==> src/rtl/nave_ctrl.sv <==
// Ship controller: move-tick divider, horizontal ship motion and a single shot.
// The shot logic is built only when NAVE_TIRO_EN is defined.
module nave_ctrl #(
  parameter int SCREEN_W   = 640,
  parameter int X_INIT     = 270,
  parameter int Y_INIT     = 424,
  parameter int LARGURA    = 20,
  parameter int ALTURA     = 20,
  parameter int PASSO      = 8,
  parameter int TICK_DIV   = 833333,
  parameter int TIRO_PASSO = 4,
  parameter int TIRO_ALT   = 8
) (
  input  logic       CLOCK_50,
  input  logic       reset,
  input  logic       direita,
  input  logic       esquerda,
  input  logic       disparo,
  input  logic       acerto,
  output logic [9:0] xNave,
  output logic [9:0] yNave,
  output logic [9:0] larguraNave,
  output logic [9:0] alturaNave,
  output logic [9:0] xTiro,
  output logic [9:0] yTiro,
  output logic       tiroAtivo,
  output logic       tick
);

  localparam int             CW      = (TICK_DIV > 1) ? $clog2(TICK_DIV) : 1;
  localparam logic [CW-1:0]  CNT_MAX = CW'(TICK_DIV - 1);
  localparam logic [9:0]     X_MAX   = 10'(SCREEN_W - LARGURA);
  localparam logic [9:0]     X_RST   = 10'(X_INIT);
  localparam logic [10:0]    PASSO_W = 11'(PASSO);
  localparam logic [9:0]     X_HALF  = 10'(LARGURA / 2);
  localparam logic [9:0]     Y_SHOT  = 10'(Y_INIT - TIRO_ALT);
  localparam logic [9:0]     TP_W    = 10'(TIRO_PASSO);

  logic [CW-1:0] cnt_q, cnt_d;
  logic          tick_q;
  logic [9:0]    x_q, x_d;
  logic [10:0]   sum_s;

  // Next-state for the divider and the ship position; motion only in a tick cycle.
  always_comb begin
    cnt_d = cnt_q;
    x_d   = x_q;
    sum_s = {1'b0, x_q} + PASSO_W;
    if (cnt_q == CNT_MAX) begin
      cnt_d = '0;
    end else begin
      cnt_d = cnt_q + CW'(1);
    end
    if (tick_q) begin
      if (direita && !esquerda) begin
        x_d = (sum_s > {1'b0, X_MAX}) ? X_MAX : sum_s[9:0];
      end else if (esquerda && !direita) begin
        x_d = (x_q >= PASSO_W[9:0]) ? (x_q - PASSO_W[9:0]) : 10'd0;
      end else begin
        x_d = x_q;
      end
    end else begin
      x_d = x_q;
    end
  end

  // tick_q is registered so it is high exactly while cnt_q sits at its last value.
  always_ff @(posedge CLOCK_50) begin
    if (reset) begin
      cnt_q  <= '0;
      tick_q <= 1'b0;
      x_q    <= X_RST;
    end else begin
      cnt_q  <= cnt_d;
      tick_q <= (cnt_d == CNT_MAX);
      x_q    <= x_d;
    end
  end

  assign tick        = tick_q;
  assign xNave       = x_q;
  assign yNave       = 10'(Y_INIT);
  assign larguraNave = 10'(LARGURA);
  assign alturaNave  = 10'(ALTURA);

`ifdef NAVE_TIRO_EN
  typedef enum logic {OCIOSO = 1'b0, ATIVO = 1'b1} estado_t;

  estado_t    estado_q;
  logic       pend_q;
  logic       disp_prev_q;
  logic [9:0] xt_q, yt_q;
  logic       rise_s;

  assign rise_s = disparo & ~disp_prev_q;

  // Shot FSM: a press is latched as pending and launched on the next tick;
  // a hit ends the flight immediately, taking priority over tick motion.
  always_ff @(posedge CLOCK_50) begin
    if (reset) begin
      estado_q    <= OCIOSO;
      pend_q      <= 1'b0;
      disp_prev_q <= 1'b0;
      xt_q        <= 10'd0;
      yt_q        <= 10'd0;
    end else begin
      disp_prev_q <= disparo;
      case (estado_q)
        OCIOSO: begin
          if (tick_q && pend_q) begin
            estado_q <= ATIVO;
            xt_q     <= x_q + X_HALF;
            yt_q     <= Y_SHOT;
            pend_q   <= 1'b0;
          end else if (rise_s) begin
            pend_q <= 1'b1;
          end else begin
            pend_q <= pend_q;
          end
        end
        ATIVO: begin
          if (acerto) begin
            estado_q <= OCIOSO;
          end else if (tick_q) begin
            if (yt_q < TP_W) begin
              estado_q <= OCIOSO;
            end else begin
              yt_q <= yt_q - TP_W;
            end
          end else begin
            estado_q <= ATIVO;
          end
        end
        default: begin
          estado_q <= OCIOSO;
          pend_q   <= 1'b0;
        end
      endcase
    end
  end

  assign tiroAtivo = (estado_q == ATIVO);
  assign xTiro     = xt_q;
  assign yTiro     = yt_q;
`else
  logic unused_shot_s;

  assign unused_shot_s = ^{disparo, acerto, X_HALF, Y_SHOT, TP_W};
  assign tiroAtivo     = 1'b0;
  assign xTiro         = 10'd0;
  assign yTiro         = 10'd0;
`endif

endmodule

==> config.mk <==
export PLATFORM = sky130hd
export DESIGN_NAME = nave_ctrl
export DESIGN_NICKNAME = d
export VERILOG_FILES = /design/src/rtl/nave_ctrl.sv
export SDC_FILE = /design/constraint.sdc
export NUM_CORES = 1
export LEC_CHECK = 0
export ABC_CLOCK_PERIOD_IN_PS = 1900
export CAP_MARGIN = 20
export CORE_MARGIN = 3
export CORE_UTILIZATION = 43
export DETAILED_ROUTE_END_ITERATION = 10
export PLACE_DENSITY_LB_ADDON = 0.15
export SYNTH_ARGS = -nofsm -noshare
export SYNTH_HDL_FRONTEND = slang
export SYNTH_SLANG_ARGS = --single-unit
==> constraint.sdc <==
create_clock -name CLOCK_50 -period 1.9 [get_ports CLOCK_50]
set_input_delay 0.57 -clock CLOCK_50 [delete_from_list [all_inputs] [get_ports CLOCK_50]]
set_output_delay 0.57 -clock CLOCK_50 [all_outputs]
set_load 0.03 [all_outputs]
==> run_summary.xml, run 1 <==
<?xml version="1.0" encoding="UTF-8"?>
<metrics>
  <group name="yosys">
    <metric name="synth_edf_count" unit="">0</metric>
    <metric name="ys_dominant_reg_cell" unit="">sky130_fd_sc_hd__dfxtp_1</metric>
    <metric name="async_flop_share" unit="">0</metric>
    <metric name="syn-instance-count" unit="">290</metric>
    <metric name="synthesis.yosys.warnings" unit="">0</metric>
    <metric name="sequential_area_share_after_synthesis" unit="">0.261</metric>
    <metric name="synth_area" unit="um^2">2300</metric>
    <metric name="syn_avg_cell_area" unit="um^2">7.94</metric>
    <metric name="yosys.cell_types.count" unit="">60</metric>
    <metric name="yosys_register_bits" unit="">30</metric>
  </group>
  <group name="route">
    <metric name="num_vias" unit="">2027</metric>
    <metric name="drt_iter0_markers" unit="">69</metric>
    <metric name="antenna_left" unit="">0</metric>
    <metric name="drc" unit="">0</metric>
    <metric name="route.detailed.vias_per_inst" unit="">4.71</metric>
    <metric name="drt_wl_total" unit="um">5390</metric>
    <metric name="drt_first_pass_iters" unit="">4</metric>
    <metric name="routed_wire_length_per_instance" unit="um">12.5</metric>
  </group>
  <group name="cts">
    <metric name="cts_hold_repair.buffers" unit="">0</metric>
    <metric name="tritoncts" unit="">built</metric>
    <metric name="clkSinkCount" unit="">30</metric>
    <metric name="cts_root_buffer" unit="">sky130_fd_sc_hd__clkbuf_8</metric>
    <metric name="cts_inserted_buffers" unit="">5</metric>
    <metric name="h_tree_levels" unit="">2</metric>
    <metric name="path_clk_slew" unit="ns">0.06</metric>
    <metric name="insertion_delay" unit="ns">0.28</metric>
    <metric name="ctsLongestPathBuffers" unit="">2</metric>
  </group>
  <group name="final_layout">
    <metric name="layout-drive-gt1-share" unit="">0.342</metric>
    <metric name="fin_nets" unit="">371</metric>
    <metric name="storage_element_area" unit="um^2">621</metric>
    <metric name="antenna_cells" unit="">0</metric>
    <metric name="most_common_cell_after_layout_fill_and_taps_aside" unit="">sky130_fd_sc_hd__buf_4</metric>
    <metric name="layout.filler_cells" unit="">502</metric>
    <metric name="multi_input_comb_area" unit="um^2">1590</metric>
    <metric name="area_growth_syn_to_layout" unit="%">32.6</metric>
    <metric name="final_util" unit="">0.594</metric>
    <metric name="most-common-layout-cells" unit="">64 x sky130_fd_sc_hd__buf_4, 52 x sky130_fd_sc_hd__conb_1, 31 x sky130_fd_sc_hd__nor2_1, 22 x sky130_fd_sc_hd__dfxtp_1, 16 x sky130_fd_sc_hd__nand2_1</metric>
  </group>
  <group name="critical_path">
    <metric name="cp_dominant_cell_by_count" unit="">sky130_fd_sc_hd__nor3_4</metric>
    <metric name="crit_path_end_kind" unit="">flop</metric>
    <metric name="cp.arrival" unit="ns">2.06</metric>
    <metric name="worstPathMaxFanout" unit="">5</metric>
    <metric name="worst-endpoint-required" unit="ns">2.06</metric>
    <metric name="setup.reg_to_reg.worst_slack" unit="ns">0.005</metric>
    <metric name="crit_path_top_delay_cell" unit="">sky130_fd_sc_hd__dfxtp_4</metric>
    <metric name="critPathKind" unit="">reg -&gt; reg</metric>
    <metric name="timing.critical_path.to" unit="">xNave[2]</metric>
    <metric name="cp_cell_sequence" unit="">ha_4 -&gt; and3_4 -&gt; a41o_1 -&gt; buf_6 -&gt; nand2_4 -&gt; nor3_4 -&gt; nor3_4 -&gt; a221o_1</metric>
    <metric name="worst_r2r_endpoint" unit="">xNave[2]</metric>
    <metric name="critPathMaxStageDelay" unit="ns">0.38</metric>
    <metric name="worst_r2r_path_depth" unit="">8</metric>
    <metric name="start_kind" unit="">flop</metric>
    <metric name="crit_path_from" unit="">xNave[3]</metric>
    <metric name="r2r-start" unit="">xNave[3]</metric>
  </group>
  <group name="placed_design">
    <metric name="place.port_buffers" unit="">13</metric>
    <metric name="hpwl" unit="um">4100</metric>
    <metric name="gp_congestion" unit="">0.770</metric>
  </group>
  <group name="timing">
    <metric name="finalSetupTns" unit="ns">0</metric>
    <metric name="timing.fmax" unit="MHz">528</metric>
    <metric name="number_of_failing_hold_endpoints_at_the_final_stage" unit="">0</metric>
    <metric name="report.final.setup_viol" unit="">0</metric>
    <metric name="grt_setup_unrepaired" unit="">yes</metric>
    <metric name="fin_hold_ws" unit="ns">0.497</metric>
    <metric name="finalClockSkew" unit="ns">0.00496</metric>
    <metric name="post-route-period-util" unit="">0.998</metric>
    <metric name="finalCriticalPeriod" unit="ns">1.90</metric>
    <metric name="timing_max_transition_violations_final" unit="">0</metric>
  </group>
  <group name="floorplanning">
    <metric name="floorplan.initialDensity" unit="">0.448</metric>
    <metric name="die_height" unit="um">79.2</metric>
    <metric name="core_area" unit="um^2">5140</metric>
    <metric name="fp.dieArea" unit="um^2">6270</metric>
    <metric name="rows" unit="">26</metric>
    <metric name="chipWidth" unit="um">79.2</metric>
    <metric name="io-pin-count" unit="">68</metric>
  </group>
  <group name="power">
    <metric name="static_leakage" unit="nW">1.31</metric>
    <metric name="ir_worst_vdd" unit="uV">491</metric>
    <metric name="power.density_cell_area" unit="nW/um^2">477</metric>
    <metric name="total_power" unit="mW">1.45</metric>
  </group>
  <group name="global_route">
    <metric name="grt_antenna_before_repair" unit="">0</metric>
    <metric name="grt_pass1_vias" unit="">1882</metric>
    <metric name="grt.total_usage" unit="">0.171</metric>
    <metric name="gr-total-overflow" unit="">0</metric>
    <metric name="maximum_number_of_pins_on_one_net_before_global_route_repair" unit="">19</metric>
    <metric name="grt_pass1_wl" unit="um">8440</metric>
  </group>
  <group name="status">
    <metric name="outcome" unit="">completed</metric>
  </group>
  <group name="job">
    <metric name="maxCapViolations" unit="">0</metric>
  </group>
  <group name="min_path">
    <metric name="worstHoldPathType" unit="">reg -&gt; reg</metric>
  </group>
</metrics>
[timing repair]
item | in CTS | in global routing
resized for setup | 22 | 23
setup endpoints to repair | 19 | 9
pin swaps | 1 | 15
setup buffers | 3 | 6
[area by class of cell]
| type | count | share of cell area |
|---|---|---|
| multi-input combinational | 234 | 0.520 |
| sequential | 30 | 0.203 |
| timing repair buffer | 78 | 0.200 |
| clock buffer | 8 | 0.0361 |
| tap | 70 | 0.0287 |
| inverter | 10 | 0.0123 |
[routing by layer]
layer / GRT usage / vias up / wire (um)
met4: 0.0722 / 0 / 99
met3: 0.0397 / 10 / 177
li1: - / 1033 / -
met5: 0 / - / 0
met2: 0.312 / 35 / 2900
met1: 0.187 / 949 / 2220
[where the power goes]
group / switching [mW] / total [mW] / internal [mW]
logic: 0.169 / 0.201 / 0.0324
clock network: 0.247 / 0.613 / 0.366
registers: 0.00873 / 0.640 / 0.631
total: 0.425 / 1.45 / 1.03
[flip-flops by register name, summed over array words and instances, names as in the netlist]
name / flops
cnt_q: 20
xNave: 9
tick: 1
[cells by family (layout without fill, tap and decap cells)]
group | after synthesis | count (layout) | synth area share
AO/OA/AOI/OAI | 46 | 46 | 0.152
XOR/XNOR | 20 | 20 | 0.0761
adder cells (fa/ha/maj) | 6 | 6 | 0.0326
buffers and inverters | 76 | 96 | 0.215
flip-flops | 30 | 30 | 0.261
multiplexers | 1 | 1 | 0.00435
other | 2 | 52 | 0.00326
AND/OR/NAND/NOR | 109 | 109 | 0.256
[critical path, delay by kind of cell (launching register included)]
family                     cells  cell delay, ns
AOI/OAI and AO/OA              2            0.55
adders and majority gates      1            0.16
and+or+nand+nor                4            0.58
buffers and inverters          1            0.12
DFF                            1            0.38
[metrics by stage]
stage	setup WS, ns	instance area [um^2]	std cells
2_1_floorplan	-0.0255	2550	340
3_3_place_gp	-0.364	2740	415
3_5_place_dp	-0.387	2740	415
4_1_cts	-0.0937	2930	426
5_1_grt	-0.104	3050	430
6_report	0.00466	3050	430
[synth_stat cells, types with 3 or more instances]
cell | number | area share
sky130_fd_sc_hd__nand2b_1 | 6 | 0.016
sky130_fd_sc_hd__buf_2 | 5 | 0.011
sky130_fd_sc_hd__a21oi_1 | 9 | 0.020
sky130_fd_sc_hd__a31oi_1 | 3 | 0.0082
sky130_fd_sc_hd__xnor2_1 | 9 | 0.034
sky130_fd_sc_hd__nor3_1 | 11 | 0.024
sky130_fd_sc_hd__clkbuf_1 | 6 | 0.0098
sky130_fd_sc_hd__buf_4 | 54 | 0.18
sky130_fd_sc_hd__nand3_1 | 8 | 0.017
sky130_fd_sc_hd__inv_1 | 10 | 0.016
sky130_fd_sc_hd__nor2_1 | 34 | 0.055
sky130_fd_sc_hd__nand4_1 | 4 | 0.011
sky130_fd_sc_hd__nand4b_1 | 3 | 0.011
sky130_fd_sc_hd__o21ai_0 | 8 | 0.017
sky130_fd_sc_hd__ha_1 | 6 | 0.033
sky130_fd_sc_hd__nand2_1 | 18 | 0.029
sky130_fd_sc_hd__xor2_1 | 11 | 0.042
sky130_fd_sc_hd__a211oi_1 | 3 | 0.0098
sky130_fd_sc_hd__dfxtp_1 | 30 | 0.26
[worst min path at each step]
stage                   start         to  slack (ns)  cells past startpoint
global placement    cnt_q[17]  cnt_q[17]        0.48                      2
floorplan            cnt_q[0]   cnt_q[0]        0.44                      1
finish              cnt_q[17]  cnt_q[17]        0.50                      2
detailed placement  cnt_q[17]  cnt_q[17]        0.49                      2
global route        cnt_q[17]  cnt_q[17]        0.54                      2
CTS                 cnt_q[17]  cnt_q[17]        0.51                      2
(Power assumes the default switching activity.)
==> run 2, diff against run 1 <==
Settings changed: ABC_AREA set to 1, CORE_UTILIZATION 43 to 44, SETUP_SLACK_MARGIN set to 0.3.
==> run 2 against run 1 <==
Net effect: global-route usage is 2.0 points higher; sequential power hardly changed; critical path type unchanged; cell area is 1.9% higher; count of clock-buffer cells in the layout stayed put; highest routed layer unchanged; routed wire length is 17% higher; first-iteration DRC count is 88% higher; via count is 17% higher; critical endpoint is now xNave[5]; core utilization is 0.39 points higher; non-clock buffer count is 24 lower.
==> run_summary.xml, run 2 <==
<?xml version="1.0" encoding="UTF-8"?>
<metrics>
  <group name="status">
    <metric name="outcome" unit="">completed</metric>
  </group>
  <group name="yosys">
    <metric name="sequential_area_share_after_synthesis" unit="">0.248</metric>
    <metric name="synth.cells.most_frequent" unit="">61 x sky130_fd_sc_hd__nand2_1, 52 x sky130_fd_sc_hd__buf_4, 52 x sky130_fd_sc_hd__nor2_1</metric>
    <metric name="synthDominantCellAreaShare" unit="">0.248</metric>
    <metric name="syn-instance-count" unit="">370</metric>
    <metric name="yosysMostFrequentCell" unit="">sky130_fd_sc_hd__nand2_1</metric>
    <metric name="async_flop_share" unit="">0</metric>
    <metric name="ys_dominant_reg_cell" unit="">sky130_fd_sc_hd__dfxtp_1</metric>
    <metric name="synth_area_leaders" unit="">sky130_fd_sc_hd__dfxtp_1 25%, sky130_fd_sc_hd__buf_4 16%, sky130_fd_sc_hd__nand2_1 9.5%, sky130_fd_sc_hd__nor2_1 8.1%, sky130_fd_sc_hd__nand3_1 6.6%</metric>
    <metric name="syn_avg_cell_area" unit="um^2">6.55</metric>
    <metric name="synth_edf_count" unit="">0</metric>
    <metric name="synthesis.yosys.warnings" unit="">0</metric>
    <metric name="yosys.cell_types.count" unit="">31</metric>
    <metric name="yosys_register_bits" unit="">30</metric>
    <metric name="post-synth-top-area-cell" unit="">sky130_fd_sc_hd__dfxtp_1</metric>
    <metric name="synth_area" unit="um^2">2420</metric>
  </group>
  <group name="min_path">
    <metric name="worstHoldPathType" unit="">reg -&gt; reg</metric>
  </group>
  <group name="floorplanning">
    <metric name="floorplan.initialDensity" unit="">0.465</metric>
    <metric name="rows" unit="">26</metric>
    <metric name="core_area" unit="um^2">5200</metric>
    <metric name="fp.dieArea" unit="um^2">6430</metric>
    <metric name="io-pin-count" unit="">68</metric>
    <metric name="chipWidth" unit="um">80.2</metric>
    <metric name="die_height" unit="um">80.2</metric>
  </group>
  <group name="final_layout">
    <metric name="most_common_cell_after_layout_fill_and_taps_aside" unit="">sky130_fd_sc_hd__nand2_1</metric>
    <metric name="layout.filler_cells" unit="">469</metric>
    <metric name="largest_register_ff_count" unit="">20</metric>
    <metric name="antenna_cells" unit="">0</metric>
    <metric name="fin_nets" unit="">434</metric>
    <metric name="most-common-layout-cells" unit="">53 x sky130_fd_sc_hd__nand2_1, 52 x sky130_fd_sc_hd__conb_1, 48 x sky130_fd_sc_hd__nor2_1, 37 x sky130_fd_sc_hd__inv_1, 32 x sky130_fd_sc_hd__buf_4</metric>
    <metric name="layout-drive-gt1-share" unit="">0.314</metric>
    <metric name="largest_register" unit="">cnt_q</metric>
    <metric name="area_growth_syn_to_layout" unit="%">28.4</metric>
    <metric name="fin_cells" unit="">493</metric>
  </group>
  <group name="cts">
    <metric name="path_clk_slew" unit="ns">0.07</metric>
    <metric name="h_tree_levels" unit="">2</metric>
    <metric name="cts_root_buffer" unit="">sky130_fd_sc_hd__clkbuf_8</metric>
    <metric name="cts_inserted_buffers" unit="">5</metric>
    <metric name="ctsLongestPathBuffers" unit="">2</metric>
    <metric name="insertion_delay" unit="ns">0.29</metric>
    <metric name="clkSinkCount" unit="">30</metric>
    <metric name="tritoncts" unit="">built</metric>
    <metric name="cts_hold_repair.buffers" unit="">0</metric>
  </group>
  <group name="timing">
    <metric name="finalClockSkew" unit="ns">0.0103</metric>
    <metric name="finalCriticalPeriod" unit="ns">1.72</metric>
    <metric name="timing.fmax" unit="MHz">581</metric>
    <metric name="grt_setup_unrepaired" unit="">yes</metric>
    <metric name="post-route-period-util" unit="">0.906</metric>
    <metric name="fin_hold_ws" unit="ns">0.490</metric>
    <metric name="timing_max_transition_violations_final" unit="">0</metric>
    <metric name="number_of_failing_hold_endpoints_at_the_final_stage" unit="">0</metric>
    <metric name="report.final.setup_viol" unit="">0</metric>
  </group>
  <group name="route">
    <metric name="antenna_left" unit="">0</metric>
    <metric name="drc" unit="">0</metric>
    <metric name="drt_first_pass_iters" unit="">5</metric>
    <metric name="drt_wl_total" unit="um">6280</metric>
    <metric name="routed_wire_length_per_instance" unit="um">12.7</metric>
    <metric name="route.detailed.vias_per_inst" unit="">4.81</metric>
    <metric name="drt_iter0_markers" unit="">130</metric>
    <metric name="num_vias" unit="">2371</metric>
  </group>
  <group name="placed_design">
    <metric name="place.port_buffers" unit="">13</metric>
    <metric name="hpwl" unit="um">4260</metric>
    <metric name="dp.cells" unit="">464</metric>
    <metric name="gp_congestion" unit="">0.934</metric>
  </group>
  <group name="critical_path">
    <metric name="worstPathBufferInverterCount" unit="">2</metric>
    <metric name="worstPathMaxFanout" unit="">5</metric>
    <metric name="crit_path_end_kind" unit="">flop</metric>
    <metric name="worst-endpoint-required" unit="ns">2.08</metric>
    <metric name="critPathKind" unit="">reg -&gt; reg</metric>
    <metric name="start_kind" unit="">flop</metric>
    <metric name="critPathMaxStageDelay" unit="ns">0.40</metric>
    <metric name="cp.arrival" unit="ns">1.90</metric>
    <metric name="cp_cell_sequence" unit="">buf_6 -&gt; nand3_4 -&gt; nor2_4 -&gt; xor2_2 -&gt; nand3_2 -&gt; nand2_2 -&gt; nand2_4 -&gt; buf_4 -&gt; o21ai_2 -&gt; a21oi_1</metric>
    <metric name="timing.critical_path.max_delay_family" unit="">simple AND/OR/NAND/NOR gates</metric>
    <metric name="setup.reg_to_reg.worst_slack" unit="ns">0.18</metric>
    <metric name="crit_path_top_delay_cell" unit="">sky130_fd_sc_hd__dfxtp_4</metric>
  </group>
  <group name="power">
    <metric name="cell_internal_pwr" unit="mW">1.04</metric>
    <metric name="net-switching-power" unit="uW">458</metric>
    <metric name="static_leakage" unit="nW">1.40</metric>
    <metric name="power.clock.fraction" unit="">0.419</metric>
    <metric name="share_comb_of_total_power" unit="">0.154</metric>
    <metric name="total_power" unit="mW">1.50</metric>
    <metric name="ir_worst_vdd" unit="uV">323</metric>
    <metric name="netSwitchingFraction" unit="">0.306</metric>
    <metric name="power.density_cell_area" unit="nW/um^2">481</metric>
    <metric name="seq_power_share" unit="">0.428</metric>
  </group>
  <group name="global_route">
    <metric name="grt_pass1_vias" unit="">2100</metric>
    <metric name="grt.total_usage" unit="">0.190</metric>
    <metric name="maximum_number_of_pins_on_one_net_before_global_route_repair" unit="">18</metric>
    <metric name="gr-total-overflow" unit="">0</metric>
    <metric name="grt_antenna_before_repair" unit="">0</metric>
    <metric name="grt_pass1_wl" unit="um">9700</metric>
  </group>
  <group name="job">
    <metric name="maxCapViolations" unit="">0</metric>
  </group>
</metrics>
[run 2: layout make-up]
cell class	instances	area, um^2	share of cell area
clock buffer	8	110	0.0354
inverter	44	178	0.0571
multi-input combinational	287	1650	0.532
sequential	30	629	0.202
tap	70	87.6	0.0282
timing repair buffer	54	452	0.145
[run 2: kinds of logic after synthesis]
logic type / synth area share
flops: 0.248
compound gates: 0.0878
buf+inv: 0.242
other cells: 0.00310
xor+xnor: 0.0470
fa+ha+maj: 0.0310
simple gates: 0.341
[run 2: stage by stage]
step | setup TNS [ns] | worst slack [ns] | util | cell area, um^2
after detailed placement | -0.973 | -0.149 | 0.494 | 2570
after global placement | -0.895 | -0.136 | 0.494 | 2570
final | 0 | 0.178 | 0.598 | 3110
after floorplan | 0 | 0.309 | - | 2630
after global routing | 0 | 0.0545 | 0.598 | 3110
after CTS | 0 | 0.223 | 0.564 | 2940
[run 2: path summary, 6_finish.rpt]
kind | start | end | depth (start not counted)
worst max register to register | xNave[3] | xNave[5] | 10
worst min-delay path | xNave[1] | xNave[1] | 2
worst max-delay path | xNave[3] | xNave[5] | 10
worst min register to register | xNave[1] | xNave[1] | 2
[run 2: what timing repair did]
item	CTS	global route
buffers inserted	10	10
endpoints found under the setup margin	21	25
gates cloned	1	0
pin swaps	21	29
gates resized for setup	71	51
[run 2: power groups by stage]
stage / registers, mW / logic, mW / clock network [mW]
CTS: 0.639 / 0.219 / 0.637
detailed placement: 0.651 / 0.202 / 0
global route: 0.641 / 0.246 / 0.660
floorplan: 0.649 / 0.254 / 0
finish: 0.640 / 0.230 / 0.627
global placement: 0.651 / 0.201 / 0
[run 2: layer usage]
layer | GRT usage | vias to the layer above | wire length, um
met5 | 0 | - | 0
met1 | 0.241 | 1097 | 2700
met3 | 0.0370 | 11 | 327
met2 | 0.325 | 92 | 3150
met4 | 0.0574 | 0 | 106
li1 | - | 1171 | -
[run 2: worst min-delay path, stage by stage, from the launching register on]
cell and delay [ns]:
sky130_fd_sc_hd__dfxtp_1 0.32, sky130_fd_sc_hd__nand3_1 0.08, sky130_fd_sc_hd__nand2_1 0.05
